[config.mk]
export PLATFORM = sky130hd
export DESIGN_NAME = arbitro_enrutamiento_param
export DESIGN_NICKNAME = d
export VERILOG_FILES = /design/src/rtl/arbitro_enrutamiento_param.sv
export SDC_FILE = /design/constraint.sdc
export NUM_CORES = 1
export LEC_CHECK = 0
export ABC_AREA = 1
export CORE_MARGIN = 5
export CORE_UTILIZATION = 47
export CTS_BUF_LIST = sky130_fd_sc_hd__clkbuf_8 sky130_fd_sc_hd__clkbuf_16
export DETAILED_ROUTE_END_ITERATION = 12
export PLACE_DENSITY_LB_ADDON = 0.25
export SYNTH_ARGS = -nofsm -noshare
export SYNTH_HDL_FRONTEND = slang
export SYNTH_SLANG_ARGS = --single-unit
export TNS_END_PERCENT = 5
[constraint.sdc]
create_clock -name clk -period 2.3 [get_ports clk]
set_clock_uncertainty 0.1 [all_clocks]
set_input_delay 0.23 -clock clk [delete_from_list [all_inputs] [get_ports clk]]
set_output_delay 0.23 -clock clk [all_outputs]
set_load 0.01 [all_outputs]
[src/rtl/arbitro_enrutamiento_param.sv]
// VC-to-destination arbiter/router: grants at most one VC per destination, pops it and
// pushes the routed word one cycle later. Define ARB_ROUND_ROBIN_EN for round-robin, else fixed priority.
module arbitro_enrutamiento_param #(
  parameter int DATA_W   = 6,
  parameter int NUM_VC   = 2,
  parameter int NUM_D    = 2,
  parameter int DEST_LSB = 4,
  parameter int CNT_W    = 5
) (
  input  logic                     clk,
  input  logic                     reset_L,
  input  logic [NUM_VC*DATA_W-1:0] vc_data,
  input  logic [NUM_VC-1:0]        vc_empty,
  input  logic [NUM_D-1:0]         d_full,
  input  logic [NUM_D-1:0]         d_almost_full,
  input  logic [NUM_D-1:0]         d_pause,
  output logic [NUM_VC-1:0]        vc_pop,
  output logic [NUM_D-1:0]         d_push,
  output logic [NUM_D*DATA_W-1:0]  d_data,
  output logic [NUM_D*CNT_W-1:0]   d_count,
  output logic                     idle
);

  localparam int DEST_W = $clog2(NUM_D);
  localparam int VC_W   = $clog2(NUM_VC);

  logic [DATA_W-1:0] word_s    [NUM_VC];
  logic [DEST_W-1:0] dest_s    [NUM_VC];
  logic [NUM_D-1:0]  blocked_s;
  logic [NUM_VC-1:0] req_s     [NUM_D];
  logic [NUM_VC-1:0] gnt_s     [NUM_D];
  logic [VC_W-1:0]   gnt_idx_s [NUM_D];
  logic [NUM_D-1:0]  gnt_any_s;
  logic [VC_W-1:0]   ptr_s     [NUM_D];
  logic [NUM_VC-1:0] pop_s;
  logic [DATA_W-1:0] d_data_r  [NUM_D];
  logic [CNT_W-1:0]  d_count_r [NUM_D];
  logic [NUM_D-1:0]  d_push_r;

  // Cyclic VC index: base + k wrapped into 0..NUM_VC-1 (both operands < NUM_VC).
  function automatic int vc_at(input int base, input int k);
    return (base + k >= NUM_VC) ? base + k - NUM_VC : base + k;
  endfunction

  for (genvar gi = 0; gi < NUM_VC; gi++) begin : g_vc
    assign word_s[gi] = vc_data[gi*DATA_W +: DATA_W];
    assign dest_s[gi] = word_s[gi][DEST_LSB +: DEST_W];
  end

  for (genvar gd = 0; gd < NUM_D; gd++) begin : g_dst
    assign blocked_s[gd]                  = d_full[gd] | d_almost_full[gd] | d_pause[gd];
    assign d_data[gd*DATA_W +: DATA_W]    = d_data_r[gd];
    assign d_count[gd*CNT_W +: CNT_W]     = d_count_r[gd];
  end

  // Request matrix: VC i asks destination j when non-empty, routed to j, and j is unblocked.
  always_comb begin
    for (int j = 0; j < NUM_D; j++) begin
      for (int i = 0; i < NUM_VC; i++) begin
        req_s[j][i] = ~vc_empty[i] & (dest_s[i] == DEST_W'(j)) & ~blocked_s[j];
      end
    end
  end

  // Per-destination grant: first requester scanning cyclically from the pointer.
  always_comb begin
    for (int j = 0; j < NUM_D; j++) begin
      gnt_s[j]     = {NUM_VC{1'b0}};
      gnt_idx_s[j] = {VC_W{1'b0}};
      gnt_any_s[j] = 1'b0;
      for (int k = 0; k < NUM_VC; k++) begin
        if (req_s[j][vc_at(int'(ptr_s[j]), k)] && !gnt_any_s[j]) begin
          gnt_s[j][vc_at(int'(ptr_s[j]), k)] = 1'b1;
          gnt_idx_s[j] = VC_W'(vc_at(int'(ptr_s[j]), k));
          gnt_any_s[j] = 1'b1;
        end else begin
          gnt_any_s[j] = gnt_any_s[j];
        end
      end
    end
  end

  // Each VC routes to exactly one destination, so OR-ing the grant vectors never collides.
  always_comb begin
    pop_s = {NUM_VC{1'b0}};
    for (int j = 0; j < NUM_D; j++) begin
      pop_s = pop_s | gnt_s[j];
    end
  end

  assign vc_pop = pop_s & {NUM_VC{reset_L}};
  assign d_push = d_push_r;
  assign idle   = (&vc_empty) & ~(|d_push_r);

  // Push stage: capture granted head word, raise push, bump wrapping counter.
  always_ff @(posedge clk or negedge reset_L) begin
    if (!reset_L) begin
      d_push_r <= {NUM_D{1'b0}};
      for (int j = 0; j < NUM_D; j++) begin
        d_data_r[j]  <= {DATA_W{1'b0}};
        d_count_r[j] <= {CNT_W{1'b0}};
      end
    end else begin
      for (int j = 0; j < NUM_D; j++) begin
        if (gnt_any_s[j]) begin
          d_push_r[j]  <= 1'b1;
          d_data_r[j]  <= word_s[gnt_idx_s[j]];
          d_count_r[j] <= d_count_r[j] + {{(CNT_W-1){1'b0}}, 1'b1};
        end else begin
          d_push_r[j]  <= 1'b0;
          d_data_r[j]  <= d_data_r[j];
          d_count_r[j] <= d_count_r[j];
        end
      end
    end
  end

`ifdef ARB_ROUND_ROBIN_EN
  logic [VC_W-1:0] rr_r [NUM_D];

  // Round-robin pointers: move just past the granted VC, hold otherwise.
  always_ff @(posedge clk or negedge reset_L) begin
    if (!reset_L) begin
      for (int j = 0; j < NUM_D; j++) begin
        rr_r[j] <= {VC_W{1'b0}};
      end
    end else begin
      for (int j = 0; j < NUM_D; j++) begin
        if (gnt_any_s[j]) begin
          rr_r[j] <= VC_W'(vc_at(int'(gnt_idx_s[j]), 1));
        end else begin
          rr_r[j] <= rr_r[j];
        end
      end
    end
  end

  // Scan start follows the round-robin pointer.
  always_comb begin
    for (int j = 0; j < NUM_D; j++) begin
      ptr_s[j] = rr_r[j];
    end
  end
`else
  // Fixed priority: scan always starts at VC 0.
  always_comb begin
    for (int j = 0; j < NUM_D; j++) begin
      ptr_s[j] = {VC_W{1'b0}};
    end
  end
`endif

endmodule

==> qor.txt, run 1 <==
DRT Wirelength = 3250 microns
Worst r2r dst = d_count[9]
CTS tree = done
Largest net degree at the start of global routing = 25
CTS Buffer Depth = 2
Number of fill cells = 233
Clk slew on worst S/H paths = 80 ps
Hold Fails Final Rpt = 0
Max-slew headroom = 79.3%
Max Clk Rate = 0.465 GHz
Initial core utilization = 47.8%
Synth top area share = 46.8%
CTS sink count = 24
PortBufs = 48
CTS resizes = 0
Flops & latches, synth = 24
Worst r2r path cells = 5
Synth area leader = dfrtp_1
DP Worst Slack = 162 ps
Worst skew pair latency = 260 ps
Max-slew violations = 0
Die Area = 3880 sq um
Worst setup startpoint = d_pause[1]
Initial antenna violation count = 0
Post-CTS Hold Buffers = 0
Ys async rst share = 100%
Multi-input logic area = 609 sq um
Synth top cells by count = nand3_1, nand2_1, dfrtp_1
Main area contributors after synthesis = dfrtp_1, nand3_1, nand2_1
Worst Slack Setup Final = 152 ps
Worst-Margin Slew = 310 ps
Finished Layout Cells = 229
Count leader, synth = nand3_1
Die H = 62.3 microns
Area Growth Syn to Fin = 46.4%
Final setup viols = 0
Routed vias = 1234
Total core area = 2690 sq um
CP Max Fanout = 8
Cell row count = 19
Tcrit/Tclk final = 93.4%
R2r setup slk = 1140 ps
Leak = 0.847 nW
Synth Cell Area = 1280 sq um
Top Ports = 49
Cell area power density = 768 nW/um^2
Syn Nets = 169
Synth cell types = 22
Post-layout instance area = 1880 sq um
CP required = 1970 ps
Yosys warnings = 0
Maximum VDD drop = 568 uV
WL/cell = 14.2 microns
Vias in the first global route = 1274
Post-Syn Instances = 145
EDFF count, synth = 0
Total power draw = 1.44 mW
DR iter-0 viols = 32
Crit path capture type = primary output
Crit path to = vc_pop[1]
CP startpoint kind = input port
Final ANT Viol Nets = 0
First-pass GRT wire length = 5620 microns
Die W = 62.3 microns
Nets@finish = 223
RSZ-0062 raised after global routing = false
GRT overflow = 0
H-tree depth = 1
MaxCap Viol Count = 0
Setup bufs post-CTS = 0
CTS buffer count = 3
Final GP Congestion = 0.999
Most used DFF post-synth = dfrtp_1
Pre-antenna DRT Iters = 4
Layout cell share with drive strength beyond 1 = 12.1%
Worst min-delay path class = in -> async
Critical Path AT = 1820 ps
DRC = 0
Crit path time final = 2150 ps
Placed cells = 225
CP Class = in -> out
Worst r2r src = d_count[5]
Root buffer cell = clkbuf_8
Avg Cell Area, Syn = 8.85 sq um
Setup tns final = 0 ps
Global Route Usage Sum = 17.3%
Status = completed
Sequential cell area fraction in the yosys report = 46.8%
Reg area = 601 sq um
ANT cells = 0
Avg Vias per Cell = 5.39
Post-Place Cell Area = 1810 sq um
Post-DP HPWL = 2560 microns
metal layers:
layer | GRT usage (%) | part of all wire, % | vias up
met4 | 7.69 | 2.0 | 0
met1 | 21.9 | 43 | 578
met2 | 28.1 | 48 | 49
met3 | 3.60 | 7.1 | 8
li1 | - | - | 599
met5 | 0 | 0 | -
placed cells by master, fill, tap and decap left out, drive strengths merged:
cell type / netlist / final
xor2: 2 / 2
nand3: 43 / 43
inv: 11 / 11
dfrtp: 24 / 24
clkbuf: 0 / 3
a21oi: 2 / 2
clkdlybuf4s50: 0 / 48
nor3: 1 / 1
xnor2: 4 / 4
nand4: 11 / 11
ha: 2 / 2
buf: 4 / 5
bufinv: 0 / 1
nand2: 31 / 31
nor2: 9 / 9
or2: 1 / 1
worst min path at each step:
stage / cells past startpoint / slack, ps / startpoint / to
floorplan: 0 / -170 / reset_L / d_count[0]
global placement: 1 / 350 / d_data[10] / d_data[10]
detailed placement: 1 / 370 / d_data[10] / d_data[10]
CTS: 2 / 300 / reset_L / d_count[4]
global route: 2 / 320 / reset_L / d_count[4]
finish: 2 / 300 / reset_L / d_push[0]
stage by stage:
stage	hold slack, ps	util (%)
CTS	303	70.0
global placement	354	67.3
finish	300	70.0
detailed placement	370	67.3
floorplan	-166	-
global route	323	70.0
worst max-delay path, cell delays in order:
cell and delay, ps:
clkdlybuf4s50_1 390, inv_1 220, nand2_1 110, nor2_2 100, nand2_1 60, a21oi_1 140
clkdlybuf4s50_1 560
cells by family after synthesis:
| kind of cell | after synthesis | synth area share [%] |
|---|---|---|
| buf+inv | 15 | 5.75 |
| fa+ha+maj | 2 | 1.95 |
| compound gates | 2 | 1.07 |
| flops | 24 | 46.8 |
| xor+xnor | 6 | 4.09 |
| simple gates | 96 | 40.4 |
report_power, final:
group	switching, mW	internal [mW]
Combinational	0.205	0.278
Sequential	0.0844	0.512
Clock	0.132	0.232
final cells by class:
class	instances	area share, %
repair buffers	53	27.6
clock inverters	1	1.60
well taps	31	2.06
inverters	11	2.20
flip-flops and latches	24	32.0
multi-input cells	106	32.4
clock buffers	3	2.20
state kept, by name, indices dropped and copies added (netlist names):
name,cells
d_push,2
d_data,12
d_count,10
Power figures use the tool's default switching activity.
==> run 2, diff against run 1 <==
--- a/config.mk
+++ b/config.mk
@@ -6,6 +6,7 @@
 export NUM_CORES = 1
 export LEC_CHECK = 0
 export ABC_AREA = 1
+export CAP_MARGIN = 20
 export CORE_MARGIN = 5
 export CORE_UTILIZATION = 47
 export CTS_BUF_LIST = sky130_fd_sc_hd__clkbuf_8 sky130_fd_sc_hd__clkbuf_16
==> results of run 2 <==
No change in the layout: final DEF, timing and power equal those of run 1.
==> run 3, diff against run 2 <==
--- a/config.mk
+++ b/config.mk
@@ -6,7 +6,7 @@
 export NUM_CORES = 1
 export LEC_CHECK = 0
 export ABC_AREA = 1
-export CAP_MARGIN = 20
+export CAP_MARGIN = 10
 export CORE_MARGIN = 5
 export CORE_UTILIZATION = 47
 export CTS_BUF_LIST = sky130_fd_sc_hd__clkbuf_8 sky130_fd_sc_hd__clkbuf_16
==> results of run 3 <==
No change in the layout: final DEF, timing and power equal those of run 1.
